`src/rtl/dmem_arbiter.sv`:
```
// Two-port front end for the 128-word data memory. It arbitrates by round-robin
// or fixed priority, performs sub-word stores as read-modify-write and extends sub-word loads.
module dmem_arbiter #(
  parameter int ADDR_W     = 9,
  parameter bit FIXED_PRIO = 1'b0
) (
  input  logic              clk,
  input  logic              rst_n,
  input  logic              p0_req,
  input  logic              p0_we,
  input  logic [1:0]        p0_size,
  input  logic              p0_unsigned,
  input  logic [ADDR_W-1:0] p0_addr,
  input  logic [31:0]       p0_wdata,
  input  logic              p1_req,
  input  logic              p1_we,
  input  logic [1:0]        p1_size,
  input  logic              p1_unsigned,
  input  logic [ADDR_W-1:0] p1_addr,
  input  logic [31:0]       p1_wdata,
  output logic              p0_ack,
  output logic              p0_err,
  output logic [31:0]       p0_rdata,
  output logic              p1_ack,
  output logic              p1_err,
  output logic [31:0]       p1_rdata,
  output logic              MemRead,
  output logic              MemWrite,
  output logic [8:0]        mem_addr,
  output logic [31:0]       mem_wdata,
  input  logic [31:0]       mem_rdata,
  output logic              busy,
  output logic              grant
);

  typedef enum logic [1:0] {IDLE = 2'd0, ACCESS = 2'd1, WRITE = 2'd2, RESP = 2'd3} state_t;

  state_t              state_r, state_s;
  logic                last_r, grant_r, we_r, uns_r, err_r;
  logic [1:0]          size_r;
  logic [ADDR_W-1:0]   addr_r;
  logic [31:0]         wdata_r, mem_wdata_r, p0_rdata_r, p1_rdata_r;
  logic                any_req_s, win_s, sel_we_s, sel_uns_s, illegal_s;
  logic [1:0]          sel_size_s;
  logic [ADDR_W-1:0]   sel_addr_s;
  logic [31:0]         sel_wdata_s, load_s, merge_s;

  function automatic logic is_illegal(input logic [1:0] size, input logic [1:0] lane);
    logic r;
    case (size)
      2'b00:   r = 1'b0;
      2'b01:   r = lane[0];
      2'b10:   r = (lane != 2'b00);
      default: r = 1'b1;
    endcase
    return r;
  endfunction

  // Byte/half lanes of the old word are replaced by the low bits of the store data.
  function automatic logic [31:0] merge_word(input logic [31:0] old, input logic [31:0] wd,
                                             input logic [1:0] size, input logic [1:0] lane);
    logic [31:0] m;
    m = old;
    case (size)
      2'b00:   m[{lane, 3'b000} +: 8] = wd[7:0];
      2'b01:   m[{lane[1], 4'b0000} +: 16] = wd[15:0];
      default: m = wd;
    endcase
    return m;
  endfunction

  function automatic logic [31:0] load_ext(input logic [31:0] w, input logic [1:0] size,
                                           input logic [1:0] lane, input logic uns);
    logic [7:0]  b;
    logic [15:0] h;
    logic [31:0] r;
    b = w[{lane, 3'b000} +: 8];
    h = w[{lane[1], 4'b0000} +: 16];
    case (size)
      2'b00:   r = uns ? {24'h000000, b} : {{24{b[7]}}, b};
      2'b01:   r = uns ? {16'h0000, h} : {{16{h[15]}}, h};
      default: r = w;
    endcase
    return r;
  endfunction

  // Winner selection and the fields of the winning request.
  always_comb begin
    any_req_s = p0_req | p1_req;
    if (p0_req && p1_req) begin
      win_s = FIXED_PRIO ? 1'b0 : ~last_r;
    end else if (p1_req) begin
      win_s = 1'b1;
    end else begin
      win_s = 1'b0;
    end
    sel_we_s    = win_s ? p1_we       : p0_we;
    sel_size_s  = win_s ? p1_size     : p0_size;
    sel_uns_s   = win_s ? p1_unsigned : p0_unsigned;
    sel_addr_s  = win_s ? p1_addr     : p0_addr;
    sel_wdata_s = win_s ? p1_wdata    : p0_wdata;
    illegal_s   = is_illegal(sel_size_s, sel_addr_s[1:0]);
    load_s      = load_ext(mem_rdata, size_r, addr_r[1:0], uns_r);
    merge_s     = merge_word(mem_rdata, wdata_r, size_r, addr_r[1:0]);
  end

  // Next-state decode.
  always_comb begin
    state_s = state_r;
    case (state_r)
      IDLE: begin
        if (any_req_s) begin
          state_s = illegal_s ? RESP : ACCESS;
        end else begin
          state_s = IDLE;
        end
      end
      ACCESS:  state_s = we_r ? WRITE : RESP;
      WRITE:   state_s = RESP;
      RESP:    state_s = IDLE;
      default: state_s = IDLE;
    endcase
  end

  // State, request latch, read data and merged write word.
  always_ff @(posedge clk) begin
    if (!rst_n) begin
      state_r     <= IDLE;
      last_r      <= 1'b1;
      grant_r     <= 1'b0;
      we_r        <= 1'b0;
      uns_r       <= 1'b0;
      err_r       <= 1'b0;
      size_r      <= 2'b00;
      addr_r      <= '0;
      wdata_r     <= 32'h0000_0000;
      mem_wdata_r <= 32'h0000_0000;
      p0_rdata_r  <= 32'h0000_0000;
      p1_rdata_r  <= 32'h0000_0000;
    end else begin
      state_r <= state_s;
      case (state_r)
        IDLE: begin
          if (any_req_s) begin
            grant_r <= win_s;
            we_r    <= sel_we_s;
            size_r  <= sel_size_s;
            uns_r   <= sel_uns_s;
            addr_r  <= sel_addr_s;
            wdata_r <= sel_wdata_s;
            err_r   <= illegal_s;
            // An erroring request returns zero data on its port.
            if (illegal_s && win_s) begin
              p1_rdata_r <= 32'h0000_0000;
            end else if (illegal_s) begin
              p0_rdata_r <= 32'h0000_0000;
            end
          end
        end
        ACCESS: begin
          if (we_r) begin
            mem_wdata_r <= merge_s;
          end else if (grant_r) begin
            p1_rdata_r <= load_s;
          end else begin
            p0_rdata_r <= load_s;
          end
        end
        RESP:    last_r <= grant_r;
        default: ;
      endcase
    end
  end

  assign busy      = (state_r != IDLE);
  assign grant     = grant_r;
  assign MemRead   = (state_r == ACCESS);
  assign MemWrite  = (state_r == WRITE);
  assign mem_addr  = {2'b00, addr_r[8:2]};
  assign mem_wdata = mem_wdata_r;
  assign p0_ack    = (state_r == RESP) && !grant_r;
  assign p1_ack    = (state_r == RESP) && grant_r;
  assign p0_err    = p0_ack && err_r;
  assign p1_err    = p1_ack && err_r;
  assign p0_rdata  = p0_rdata_r;
  assign p1_rdata  = p1_rdata_r;

endmodule

```
`config.mk`:
```
export PLATFORM = sky130hd
export DESIGN_NAME = dmem_arbiter
export DESIGN_NICKNAME = d
export VERILOG_FILES = /design/src/rtl/dmem_arbiter.sv
export SDC_FILE = /design/constraint.sdc
export NUM_CORES = 1
export LEC_CHECK = 0
export CAP_MARGIN = 20
export CORE_ASPECT_RATIO = 0.8
export CORE_MARGIN = 5
export CORE_UTILIZATION = 42
export DETAILED_ROUTE_END_ITERATION = 10
export PLACE_DENSITY_LB_ADDON = 0.2
export SKIP_CTS_REPAIR_TIMING = 1
export SYNTH_ARGS = -nofsm -noshare
export SYNTH_HDL_FRONTEND = slang
export SYNTH_SLANG_ARGS = --single-unit
```
`constraint.sdc`:
```
create_clock -name clk -period 2.2 [get_ports clk]
set_input_delay 0.22 -clock clk [delete_from_list [all_inputs] [get_ports clk]]
set_output_delay 0.22 -clock clk [all_outputs]
set_load 0.02 [all_outputs]
```
==> metrics.yaml <==
run_status:
  status: "finished, final reports clean"
floorplanning:
  core_um2: 17400
  die_y_um: 130
  initial_utilization_pct: 43.1
  die_width_um: 159
  num_io_pins: 239
  dieArea_um2: 20700
  num_rows: 43
sta:
  holdWs_ps: 149
  worstMarginPinSlew_ps: 856
  fin_worst_skew_ps: 10.7
  layout_setup_ws_ps: 119
  min_period_ps: 2080
  relSlewSlack_pct: 42.9
  slew_viol_final: 0
  hold_violations: 0
  fmax_ghz: 0.481
  setup-violations-final: 0
  rsz0062_at_grt: "no"
  fin_crit_sh_pct: 94.6
worst_setup_path:
  cp_cell_sequence: "inv_1 -> ha_1 -> buf_4 -> clkdlybuf4s50_1"
  r2r-end: "p1_rdata[18]"
  slowest_stage: "clkdlybuf4s50_1"
  path_class: "reg -> out"
  critPathRequiredTime_ps: 1980
  cp-start-kind: "register"
  reg2reg_slack_ps: 160
  cpPeakStageDelay_ps: 600
  path_max_fanout: 6
  worstReg2RegStart: "state_r[0]"
  worstSetupEndpointType: "output pin"
  reg2reg_depth: 7
  crit_arrival_ps: 1860
cts:
  clk_latency_ps: 430
  cts_sinks: 146
  clockRootBuffer: "clkbuf_16"
  clkTransAtPathRegs_ps: 60
  cts-htree-levels: 4
  cts_made_buffers: 17
  cts_tree: "done"
  clockBufferDepth: 2
global_route:
  grt_use_total_pct: 24.3
  overflow: 0
  grt_pass1_wl_mm: 39.6
  first_global_vias: 7051
  antenna_found_initial: 0
  grt_max_degree: 96
layout:
  layout_common_cells: "clkdlybuf4s50_1, dfxtp_1, nand2_1, mux2i_1, nor2_1"
  final_common_cell: "clkdlybuf4s50_1"
  areaGrowthSynthToFinish_pct: 44.4
  finalNonFillerCells: 1330
  fillCellCount: 1543
  nets: 1227
  final_util_pct: 62.2
  antenna_cells: 0
  drive_gt1_share_pct: 8.87
pwr:
  power_density_nw_per_um2: 866
  p_leak_nw: 4.28
  ir_drop_mv: 0.538
  power.total_w: 0.00938
synthesis:
  synth_xor_area_share_pct: 0
  synthAdderAreaFrac_pct: 1.50
  ys_types: 49
  synth_top_family_by_area: "compound AO/OA/AOI/OAI gates"
  ys_ff_latch: 146
  ys_async_sr_fraction_pct: 0
  ys_warn_count: 0
  syn_area_per_cell_um2: 8.62
  synth-simple-area-share_pct: 12.8
  synth_area_um2: 7500
  synthFlopType: "dfxtp_1"
  ys_seq_area_share_pct: 38.9
  yosys.area.top_type_share_pct: 38.9
  yosys-top-cells-area: "dfxtp_1, mux2i_1, nand2_1"
  synth_edf_count: 0
  synthMuxAreaShare_pct: 16.9
  yosys.area.top_type: "dfxtp_1"
  synth_cells: 871
  synth-compound-area-share_pct: 22.6
detailed_routing:
  via_per_inst: 5.55
  dr.first_iter.drc_count: 874
  drtPass1Iterations: 5
  drt_wl_total_mm: 26.1
  avgRoutedWirePerCell_um: 19.7
  drc: 0
  vias: 7376
  ant_nets: 0
flow_run:
  drv_cap: 0
place:
  hpwlAfterDp_mm: 19.4
  port_buffers: 236
  place_ws_ps: 75.6
  place_inst: 1298
  gp_congestion: 0.985
hold_path:
  holdPathEnd: "p0_rdata[8]"
  hp-class: "in -> reg"
  hp-start: "rst_n"
  min_path_cells: 3
## state kept, by name, indices dropped and copies added (netlist names)
signal and cells:
err_r 1, wdata_r 32, uns_r 1, mem_wdata 32, p0_rdata 32, state_r 2, p1_rdata 32, we_r 1
addr_r 9, grant 1, last_r 1, size_r 2
## layer usage
metal	GRT usage, %	vias up	share of wire [%]	wire length [µm]
met3	6.90	31	9.1	2380
met5	0	-	0	0
met1	33.5	3422	44	11600
li1	-	3556	-	-
met2	37.5	367	45	11800
met4	6.52	0	1.7	438
## power breakdown
| part | internal (W) | switching [W] |
|---|---|---|
| logic | 0.00133 | 0.00166 |
| registers | 0.00295 | 0.000299 |
| clock network | 0.00194 | 0.00119 |
| total | 0.00623 | 0.00316 |
## critical path: cells and delay by family, from the launching register on
family	cells	cell delay, ps
flip-flops	1	330
buffers and inverters	3	850
adder cells (fa/ha/maj)	1	260
## Yosys cell counts (all sizes together), types with 2 or more instances
cell	count
a21o	16
or2	2
mux4	3
buf	38
a21oi	23
inv	41
a221oi	40
nand3	4
a211oi	46
nor2b	4
and2	5
dfxtp	146
nor4bb	2
o21a	2
o22ai	9
ha	9
o21ai	69
nand2b	5
nand2	124
clkbuf	40
o32ai	2
mux2i	110
nor2	86
mux2	8
a221o	22
## through the flow
| step | setup TNS, ps | cell area [µm²] |
|---|---|---|
| finish | 0 | 10800 |
| global route | 0 | 10800 |
| CTS | -55.9 | 10800 |
| detailed placement | 0 | 10200 |
| global placement | 0 | 10200 |
| floorplan | 0 | 7510 |
## kinds of logic (layout without fill, tap and decap cells)
| logic type | count (synthesis) | count (layout) |
|---|---|---|
| compound gates | 238 | 238 |
| simple gates | 236 | 236 |
| flops | 146 | 146 |
| mux | 121 | 121 |
| buf+inv | 120 | 353 |
| fa+ha+maj | 9 | 9 |
| other cells | 1 | 2 |
## final cells by class
cell class / count / area, µm² / area share (%)
inverters: 42 / 158 / 1.45
well taps: 225 / 282 / 2.60
multi-input cells: 606 / 4060 / 37.5
flip-flops and latches: 146 / 2920 / 27.0
clock inverters: 14 / 201 / 1.86
repair buffers: 279 / 2770 / 25.6
clock buffers: 18 / 439 / 4.05
## how the worst max path moves through the flow
stage                          start             to  slack [ps]
after global placement        p0_req   p1_rdata[12]         160
final                     state_r[1]        MemRead         120
after floorplan            addr_r[1]  mem_wdata[30]          80
after CTS                 state_r[0]           busy         -60
after detailed placement      p1_req   p1_rdata[22]          80
after global routing      state_r[0]   p1_rdata[18]          20
Power figures use the tool's default switching activity.
